**src/rtl/uart_rx_pkg.sv**
```systemverilog
// Shared definitions for the UART receiver sampling path.
// Holds default widths, prescale limits and the small combinational helpers
// (3-way majority vote, prescale legality) used by the sampler and counter.
package uart_rx_pkg;

  localparam int unsigned PRESCALE_W_DEF = 6;
  localparam int unsigned BIT_CNT_W_DEF  = 4;

  localparam int unsigned PRESCALE_MIN = 8;
  localparam int unsigned PRESCALE_MAX = 32;

  function automatic logic majority3(input logic a, input logic b, input logic c);
    return (a & b) | (a & c) | (b & c);
  endfunction

  // Legal oversampling ratios are even and within [PRESCALE_MIN, PRESCALE_MAX].
  function automatic logic prescale_legal(input int unsigned p);
    return (p[0] == 1'b0) && (p >= PRESCALE_MIN) && (p <= PRESCALE_MAX);
  endfunction

endpackage

```
**src/rtl/edge_bit_counter_rx.sv**
```systemverilog
// Bit-period timing for the UART receiver.
// Counts oversampling edges inside a bit period and completed bit periods.
// Ports:
//   clk, rst    - clock and synchronous active-high reset
//   enable      - sampling enable from the RX FSM
//   prescale_q  - frozen oversampling ratio
//   legal       - prescale_q is a supported ratio
//   edge_cnt    - edge index within the current bit period
//   bit_cnt     - completed bit periods since enable (wraps)
//   bit_done    - high during the last edge of each bit period
module edge_bit_counter_rx
  import uart_rx_pkg::*;
#(
  parameter int unsigned PRESCALE_W = PRESCALE_W_DEF,
  parameter int unsigned BIT_CNT_W  = BIT_CNT_W_DEF
) (
  input  logic                  clk,
  input  logic                  rst,
  input  logic                  enable,
  input  logic [PRESCALE_W-1:0] prescale_q,
  input  logic                  legal,
  output logic [PRESCALE_W-1:0] edge_cnt,
  output logic [BIT_CNT_W-1:0]  bit_cnt,
  output logic                  bit_done
);

  localparam logic [PRESCALE_W-1:0] EdgeOne = 1;
  localparam logic [BIT_CNT_W-1:0]  CntOne  = 1;

  logic [PRESCALE_W-1:0] edge_cnt_q, edge_cnt_d;
  logic [BIT_CNT_W-1:0]  bit_cnt_q, bit_cnt_d;
  logic                  last_edge;

  // Depends on registers only. While idle edge_cnt is 0 and any legal ratio
  // has prescale_q-1 >= 7, so this cannot fire outside a running frame.
  assign last_edge = legal && (edge_cnt_q == prescale_q - EdgeOne);

  always_comb begin
    edge_cnt_d = edge_cnt_q;
    bit_cnt_d  = bit_cnt_q;
    if (!(enable && legal)) begin
      edge_cnt_d = '0;
      bit_cnt_d  = '0;
    end else if (last_edge) begin
      edge_cnt_d = '0;
      bit_cnt_d  = bit_cnt_q + CntOne;
    end else begin
      edge_cnt_d = edge_cnt_q + EdgeOne;
    end
  end

  always_ff @(posedge clk) begin
    if (rst) begin
      edge_cnt_q <= '0;
      bit_cnt_q  <= '0;
    end else begin
      edge_cnt_q <= edge_cnt_d;
      bit_cnt_q  <= bit_cnt_d;
    end
  end

  assign edge_cnt = edge_cnt_q;
  assign bit_cnt  = bit_cnt_q;
  assign bit_done = last_edge;

endmodule

```
**src/rtl/data_sampling_rx.sv**
```systemverilog
// Oversampling bit sampler for the UART receiver.
// Takes three samples of RX_IN around mid-bit and majority-votes them; also
// provides bit-period timing to the RX FSM.
// Ports:
//   CLK_data_samp      - oversampling clock
//   RST_data_samp      - synchronous active-high reset
//   dat_samp_en        - sampling enable, high for the whole frame
//   prescale           - oversampling ratio (legal: even, 8..32)
//   RX_IN              - serial line, already synchronous
//   sample_bit_par_chk - majority-voted bit of the current bit period
//   sample_valid       - one-cycle pulse after sample_bit_par_chk updates
//   bit_done           - one-cycle pulse on the last edge of each bit period
//   bit_cnt            - completed bit periods since enable
//   cfg_err            - high while enabled with an illegal prescale
module data_sampling_rx
  import uart_rx_pkg::*;
#(
  parameter int unsigned PRESCALE_W = PRESCALE_W_DEF,
  parameter int unsigned BIT_CNT_W  = BIT_CNT_W_DEF
) (
  input  logic                  CLK_data_samp,
  input  logic                  RST_data_samp,
  input  logic                  dat_samp_en,
  input  logic [PRESCALE_W-1:0] prescale,
  input  logic                  RX_IN,
  output logic                  sample_bit_par_chk,
  output logic                  sample_valid,
  output logic                  bit_done,
  output logic [BIT_CNT_W-1:0]  bit_cnt,
  output logic                  cfg_err
);

  localparam logic [PRESCALE_W-1:0] One         = 1;
  localparam logic [PRESCALE_W-1:0] PrescaleRst = PRESCALE_W'(PRESCALE_MIN);

  logic [PRESCALE_W-1:0] prescale_q;
  logic [PRESCALE_W-1:0] edge_cnt;
  logic [PRESCALE_W-1:0] mid;
  logic                  legal, run;
  logic                  s0_q, s1_q;
  logic                  sample_bit_q, sample_valid_q, cfg_err_q;
  logic                  at_s0, at_s1, at_vote;

  assign legal = prescale_legal(32'(prescale_q));
  assign run   = dat_samp_en && legal;
  assign mid   = prescale_q >> 1;

  assign at_s0   = run && (edge_cnt == mid - One);
  assign at_s1   = run && (edge_cnt == mid);
  assign at_vote = run && (edge_cnt == mid + One);

  edge_bit_counter_rx #(
    .PRESCALE_W (PRESCALE_W),
    .BIT_CNT_W  (BIT_CNT_W)
  ) u_edge_bit_counter (
    .clk        (CLK_data_samp),
    .rst        (RST_data_samp),
    .enable     (dat_samp_en),
    .prescale_q (prescale_q),
    .legal      (legal),
    .edge_cnt   (edge_cnt),
    .bit_cnt    (bit_cnt),
    .bit_done   (bit_done)
  );

  always_ff @(posedge CLK_data_samp) begin
    if (RST_data_samp) begin
      prescale_q     <= PrescaleRst;
      s0_q           <= 1'b1;
      s1_q           <= 1'b1;
      sample_bit_q   <= 1'b1;
      sample_valid_q <= 1'b0;
      cfg_err_q      <= 1'b0;
    end else begin
      cfg_err_q      <= dat_samp_en && !legal;
      sample_valid_q <= at_vote;
      if (!dat_samp_en) begin
        // Ratio is only captured between frames; partial samples are dropped.
        prescale_q <= prescale;
        s0_q       <= 1'b1;
        s1_q       <= 1'b1;
      end else begin
        if (at_s0) s0_q <= RX_IN;
        if (at_s1) s1_q <= RX_IN;
        if (at_vote) sample_bit_q <= majority3(s0_q, s1_q, RX_IN);
      end
    end
  end

  assign sample_bit_par_chk = sample_bit_q;
  assign sample_valid       = sample_valid_q;
  assign cfg_err            = cfg_err_q;

endmodule
```
**config.mk**
```make
export PLATFORM = sky130hd
export DESIGN_NAME = data_sampling_rx
export DESIGN_NICKNAME = d
export VERILOG_FILES = /design/src/rtl/uart_rx_pkg.sv /design/src/rtl/edge_bit_counter_rx.sv /design/src/rtl/data_sampling_rx.sv
export SDC_FILE = /design/constraint.sdc
export NUM_CORES = 1
export LEC_CHECK = 0
export CAP_MARGIN = 0
export CORE_MARGIN = 10
export CORE_UTILIZATION = 58
export CTS_CLUSTER_DIAMETER = 40
export DETAILED_ROUTE_END_ITERATION = 10
export GPL_ROUTABILITY_DRIVEN = 0
export MAX_ROUTING_LAYER = met4
export PLACE_DENSITY_LB_ADDON = 0.15
export SETUP_SLACK_MARGIN = 0.3
export SKIP_LAST_GASP = 1
export SLEW_MARGIN = 5
export SYNTH_ARGS = -nofsm -noshare
export SYNTH_HDL_FRONTEND = slang
export SYNTH_HIERARCHICAL = 1
export SYNTH_SLANG_ARGS = --single-unit
```
**constraint.sdc**
```tcl
create_clock -name CLK_data_samp -period 4.7 [get_ports CLK_data_samp]
set_input_delay 0.94 -clock CLK_data_samp [delete_from_list [all_inputs] [get_ports CLK_data_samp]]
set_output_delay 0.94 -clock CLK_data_samp [all_outputs]
set_load 0.005 [all_outputs]
```
# == Yosys cells after proc, flatten, opt, wreduce, memory -nomap -nowiden ==
# Index checks and enable logic that the tools add are counted.
# classes
addsub,5
magnitude_cmp,2
eq_ne,4
n_bitwise,8
reduce_logical,13
# ops
op,n
6-bit == test,3
1-bit logical AND,8
"5-bit by 1-bit adder with 6-bit output, second input constant",1
"6-bit by 1-bit adder with 6-bit output, second input constant",1
6-bit by 5-bit == test with 1-bit output,1
"6-bit by 4-bit greater-or-equal comparator with 1-bit output, second input constant",1
"6-bit less-or-equal comparator, second input constant",1
"5-bit by 1-bit subtractor with 6-bit output, second input constant",1
"6-bit by 1-bit subtractor with 6-bit output, second input constant",1
"4-bit by 1-bit adder with 4-bit output, second input constant",1
2-bit OR reduction,2
1-bit AND,3
1-bit NOT,3
3-bit OR reduction,1
1-bit bitwise OR,2
2-bit AND reduction,1
1-bit logical NOT,1
# word_totals
register_bits,21
inputBits,10
output_inout_bits,8
wordCells,40

# == Logic depth before layout (Yosys ltp) ==
# logic_depth
depth_word,6
ltp_mapped,7
depth_no_buf,7

# == Cells and area by module ==
# The synthesis kept the hierarchy.
# modules_own_cells
module,instances,cells_each,area_each_um2,seq_area_each_um2
data_sampling_rx,1,88,782.0,220.2
edge_bit_counter_rx,1,63,581.8,200.2

# == Least setup slack after synthesis ==
# No wires, ideal clock.
# synth_path
path_type,register -> output
startpoint,register prescale_q[4]
endpoint,output bit_done
arrival_time_ps,1549
t_required_ps,3760
setup_slack_ps,2211
path_stages_with_launch,6
n_path_buf,1
path_cell_list,dfxtp_1 -> buf_6 -> or4b_4 -> o2bb2ai_4 -> nand3_1 -> nor2_1
# synth_between
elab_chain_cells,4
word_cells_on_any_way,7
classes_between,add/sub: 1; order compare: 2; eq/ne: 1; reduce/logical: 3
# synth_lines
item,line_no,source
"start, declared",data_sampling_rx.sv:36,logic [PRESCALE_W-1:0] prescale_q;
"start signal, assigned",data_sampling_rx.sv:68,prescale_q <= PrescaleRst;
"start signal, assigned",data_sampling_rx.sv:79,prescale_q <= prescale;
6-bit by 4-bit greater-or-equal comparator with 1-bit output,uart_rx_pkg.sv:18,return (p[0] == 1'b0) && (p >= PRESCALE_MIN) && (p <= PRESCALE_MAX);
1-bit logical AND,uart_rx_pkg.sv:18,
1-bit logical AND *,uart_rx_pkg.sv:18,
named net legal,data_sampling_rx.sv:39,"logic legal, run;"
1-bit logical AND *,edge_bit_counter_rx.sv:36,assign last_edge = legal && (edge_cnt_q == prescale_q - EdgeOne);
"end, declared",data_sampling_rx.sv:28,"output logic bit_done,"
# The timed path passes the listed nets; every way through them passes the cells marked *.

# == Worst setup path in the final report ==
# layout_path
startpoint,register prescale_q[3]
endpoint,output bit_done
# The elaborated chain is that of the path after synthesis.

==> out/qor.yml <==
yosys-top-cells-area: "dfxtp_1 (31%), xor2_1 (7.7%), xnor2_1 (7.1%)"
postLayoutCoreUtil_pct: 70.1
ys_warn_count: 6
place_area_um2: 1540
setup_viol: 0
dp.cells: 191
critPathLaunchType: "flip-flop"
rsz0062_at_grt: "false"
critPathCaptureType: "output pin"
max_freq_mhz: 283
drt_first_iter_violations: 47
synth_edf_count: 0
synth_top_area_cell: "dfxtp_1"
die_w_um: 68.5
cp_data_arrival_time_ns: 2.59
vias_per_cell: 5.72
regArea_um2: 420
finalCritPeriodShare_pct: 75.1
cts_tree: "done"
postCtsSetupRepairBufs: 0
hold_path_class: "flip-flop to flip-flop"
slew_headroom_pct: 61.2
drv_slew: 0
io_buffers: 17
setup_ws_ns: 1.17
cp_max_fo: 15
final_antenna_net_count: 0
cts_made_buffers: 3
hold_viol_final: 0
clock_path_buffers: 2
netlist_area_um2: 1360
setup_tns_ns: 0
skew_ns: 0.00248
grt_pass1_vias: 1012
period_needed_ns: 3.53
layout_commonest_cell: "dfxtp_1"
cts_sinks: 21
num_rows: 17
hpwl_um: 2110
synth_cells: 151
io_pins: 18
worstMarginPinSlew_ns: 0.581
cts_root_buf: "clkbuf_4"
mappedNetlistNets: 167
diodes: 0
grt_pass1_wl_um: 4420
start_util_pct: 61.1
crit_type: "flip-flop to output pin"
leakage_uw: 0.000600
overflow: 0
synth_seq_area_share_pct: 30.8
dieArea_um2: 4690
syn_area_per_cell_um2: 9.03
core_um2: 2230
area_delta_synth_final_pct: 14.8
cts-resized-gates: 0
fin_area_um2: 1570
vdd.ir_drop.worst_uv: 224
synth_top_area_share_pct: 30.8
dieHeight_um: 68.5
ys_types: 45
wl_um: 2730
instances_no_fill: 195
grt_usage_pct: 12.6
ctsHoldBuffers: 0
pre_cts_ws_ns: 1.51
grt_max_degree: 16
status: "complete, no violations"
max_cap_viol_count: 0
synthFlopType: "dfxtp_1"
htree_num_levels: 1
clk-insertion-delay-late_ns: 0.31
first_pass_iters: 4
vias: 1115
multi_input_area_um2: 882
synth_seq_cells: 21
critPathRequiredTime_ns: 3.76
layout_common_cells: "dfxtp_1 (21), nor2_1 (20), clkdlybuf4s50_1 (17), xor2_1 (12), xnor2_1 (11)"
nets: 184
path_clk_slew_ns: 0.12
post-route-drc-count: 0
num-fill-cells: 187
cellPowerDensity_nw_per_um2: 226
avgRoutedWirePerCell_um: 14.0
synthArstFlopShare_pct: 0
antenna_found_initial: 0
drive_gt1_share_pct: 8.98
## report_power, final
part	total (uW)	switching, uW	leakage, uW	internal, uW
clock network	89.9	58.0	0.0000177	31.9
registers	194	11.2	0.000171	183
logic	70.1	34.4	0.000412	35.8
total	354	104	0.000600	250
## through the flow
step	hold slack (ns)	total power (uW)
2_1_floorplan	0.443	250
5_1_grt	0.518	370
3_5_place_dp	0.464	268
4_1_cts	0.495	357
3_3_place_gp	0.451	265
6_report	0.495	354
## worst max-delay path, stage by stage (launching register included)
cell             delay [ns]
dfxtp_1                0.51
or4b_4                 0.63
o2bb2ai_4              0.19
nand3_1                0.18
nor2_1                 0.22
clkdlybuf4s50_1        0.54
## state kept, by name (all words and copies together) (netlist names)
register	count
sample_valid	1
s1_q	1
prescale_q	6
cfg_err	1
s0_q	1
sample_bit_par_chk	1
u_edge_bit_counter/bit_cnt	4
u_edge_bit_counter/edge_cnt	6
## layer usage
metal / up-vias / routed length, um / track usage [%]
met4: 0 / 56 / 7.29
met3: 5 / 130 / 2.09
met1: 524 / 1300 / 14.5
met2: 27 / 1250 / 20.0
li1: 559 / - / -
met5: - / 0 / -
## kinds of logic after synthesis
group	Yosys count	synth area share, %
and+or+nand+nor	61	26.1
xor gates and xnor gates	23	14.8
DFF	21	30.8
AOI/OAI and AO/OA	18	11.7
buffers and inverters	13	4.50
muxes	8	5.87
adders and majority gates	7	6.24
## layout make-up
| class | instances | share of cell area (%) |
|---|---|---|
| repair buffers | 17 | 10.9 |
| multi-input cells | 117 | 56.4 |
| clock buffers | 3 | 1.44 |
| well taps | 28 | 2.24 |
| clock inverters | 1 | 0.320 |
| flip-flops and latches | 21 | 26.9 |
| inverters | 8 | 1.92 |
## synthesized netlist by cell type, drive strengths merged (2+ instances only)
library cell and count:
dfxtp 21, nor2 20, xor2 12, xnor2 11, inv 8, mux2i 8
nand3 8, ha 6, nand2 5, and3 4, nand4 4, buf 3
nor2b 3, nor4 3, o21ai 3, o31ai 3, a211o 2, a21boi 2
clkbuf 2, nand2b 2, o31a 2, or2 2, or4 2, or4b 2
## path summary, 6_finish.rpt
kind	end	from	slack, ns	depth (start not counted)
worst min register to register	s0_q$_SDFFE_PP1P_	s0_q$_SDFFE_PP1P_	0.49	1
worst max register to register	u_edge_bit_counter/bit_cnt[0]$_SDFFE_PP0P_	prescale_q[3]$_SDFFE_PP1N_	2.34	6
worst min-delay path	s0_q$_SDFFE_PP1P_	s0_q$_SDFFE_PP1P_	0.49	1
worst max-delay path	bit_done	prescale_q[3]$_SDFFE_PP1N_	1.17	5
Power figures use the tool's default switching activity.
==> edit: new RTL, config.mk and constraints unchanged <==
Make the reset (`RST_data_samp` and `rst`) asynchronous in 2 clocked blocks. Comments in the files are not updated.
--- a/src/rtl/edge_bit_counter_rx.sv
+++ b/src/rtl/edge_bit_counter_rx.sv
@@ -50,5 +50,5 @@
   end
 
-  always_ff @(posedge clk) begin
+  always_ff @(posedge clk or posedge rst) begin
     if (rst) begin
       edge_cnt_q <= '0;
--- a/src/rtl/data_sampling_rx.sv
+++ b/src/rtl/data_sampling_rx.sv
@@ -64,5 +64,5 @@
   );
 
-  always_ff @(posedge CLK_data_samp) begin
+  always_ff @(posedge CLK_data_samp or posedge RST_data_samp) begin
     if (RST_data_samp) begin
       prescale_q     <= PrescaleRst;
Behaviour: differs if RST_data_samp is asserted again (counterexample within 4 cycles, from zero or initial values and one cycle with RST_data_samp high); with RST_data_samp held inactive, the same outputs for 10 cycles.
==> edit against the original RTL <==
  * Worst setup slack got worse by 0.57 ns
  * Sequential cell count unchanged
  * Sequential power up 9.8%
  * Total power grew 13%
  * Sequential share of layout area grew 5.6 points
  * Final area grew 4.6%
  * Register-to-register slack lost 0.30 ns
  * Final cell count down 6.7%
  * Combinational power grew 37%
  * Largest power group unchanged
  * Wire length is 10% higher
  * Maximum frequency down 14%
  * Area after synthesis grew 6.2%
==> edit: results (changes against the original RTL) <==
slowest cell on the critical path clkdlybuf4s50_1 (was or4b_4); Placed Instances 178 (was 191); crit path DAT 3.16 ns (was 2.59 ns); hold path start s1_q$_DFFE_PP1P_ (was s0_q$_SDFFE_PP1P_); sequential cell area fraction in the yosys report 0.3661 (was 0.3083); Worst R2R Setup Slack 2.04 ns (was 2.34 ns); FF-to-FF End u_edge_bit_counter/bit_cnt[1]$_DFFE_PP0P_ (was u_edge_bit_counter/bit_cnt[0]$_SDFFE_PP0P_); status completed (unchanged); Hold EP s1_q$_DFFE_PP1P_ (was s0_q$_SDFFE_PP1P_); Initial DRC Count 63 (was 47); share of layout cells above drive strength 1 0.1842 (was 0.08982); Filler cells 188 (was 187); worst hold slack 0.5569 ns (was 0.4948 ns); Synth area leaders dfrtp_1 (29%), xor2_1 (7.9%), dfstp_2 (7.3%), xnor2_1 (7.3%), mux2_2 (5.4%) (was dfxtp_1 (31%), xor2_1 (7.7%), xnor2_1 (7.1%), mux2i_1 (5.9%), ha_1 (5.5%)); Post-Syn Nets 151 (was 167); worst slack at placement 0.9496 ns (was 1.514 ns); RR Startpoint prescale_q[0]$_DFFE_PP0N_ (was prescale_q[3]$_SDFFE_PP1N_); worst vdd ir 0.2243 mV (was 0.2239 mV); met2 Use GR 0.2095 (was 0.2005); vias per cell 5.896 (was 5.718); first-pass GRT wire length 5223 µm (was 4416 µm); most common library cells after synthesis dfrtp_1 (17), xor2_1 (13), xnor2_1 (12) (was dfxtp_1 (21), nor2_1 (20), xor2_1 (12)); largest net degree at the start of global routing 15 (was 16); asr flop ratio synth 1.000 (was 0); via count 1,073 (was 1,115); met1 usage 0.1567 (was 0.1454); hold path cells 2 (was 1); CP max FO 12 (was 15); met3 usage 0.01271 (was 0.02093); Leakage Power 0.6795 nW (was 0.6004 nW); met3 WL 109 µm (was 130 µm); Yosys cell types 37 (was 45); final WL 3013 µm (was 2731 µm)
## edit: worst max path at each step
stage / start / to / slack (ns)
final: prescale_q[0]$_DFFE_PP0N_ / bit_done / 0.60
after global routing: prescale_q[4]$_DFFE_PP0N_ / bit_done / 0.44
after CTS: prescale_q[0]$_DFFE_PP0N_ / bit_done / 0.58
after detailed placement: prescale_q[0]$_DFFE_PP0N_ / bit_done / 0.95
after global placement: prescale_q[4]$_DFFE_PP0N_ / bit_done / 1.02
after floorplan: prescale_q[4]$_DFFE_PP0N_ / bit_done / 1.82
## edit: per-stage QoR
step                      instance area [µm²]  power, mW
after floorplan                          1449     0.2848
after global placement                   1609     0.3090
after detailed placement                 1609     0.3132
after CTS                                1637     0.4034
after global routing                     1637     0.4200
final                                    1637     0.3988
## edit: final cells by class
cell class                      instances  area (µm²)  area share
Multi-Input combinational cell        101       837.1      0.5115
Sequential cell                        21       530.5      0.3242
Timing Repair Buffer                   17       170.2      0.1040
Tap cell                               30       37.54     0.02294
Inverter                                9       33.78     0.02064
Clock buffer                            3       22.52     0.01376
Clock inverter                          1       5.005    0.003058
## edit: worst register-to-register path, cell delays in order, from the launching register on
cell and delay (ns):
dfrtp_1 0.49, or4b_4 0.56, o32ai_4 0.34, nand4_1 0.20, a2111oi_4 0.61, mux2i_1 0.27, nor2_1 0.07
## edit: where the power goes
group          internal [mW]  switching [mW]
combinational         0.0509          0.0452
clock                 0.0319          0.0574
sequential             0.193          0.0201
total                  0.276           0.123
## edit: kinds of logic (layout without fill, tap and decap cells)
logic type,Yosys count,after routing,synth area share
simple gates,45,45,0.1770
xor+xnor,26,26,0.1667
fa+ha+maj,7,7,0.05872
compound gates,13,13,0.1002
buf+inv,13,30,0.05613
flops,21,21,0.3661
mux,10,10,0.07513
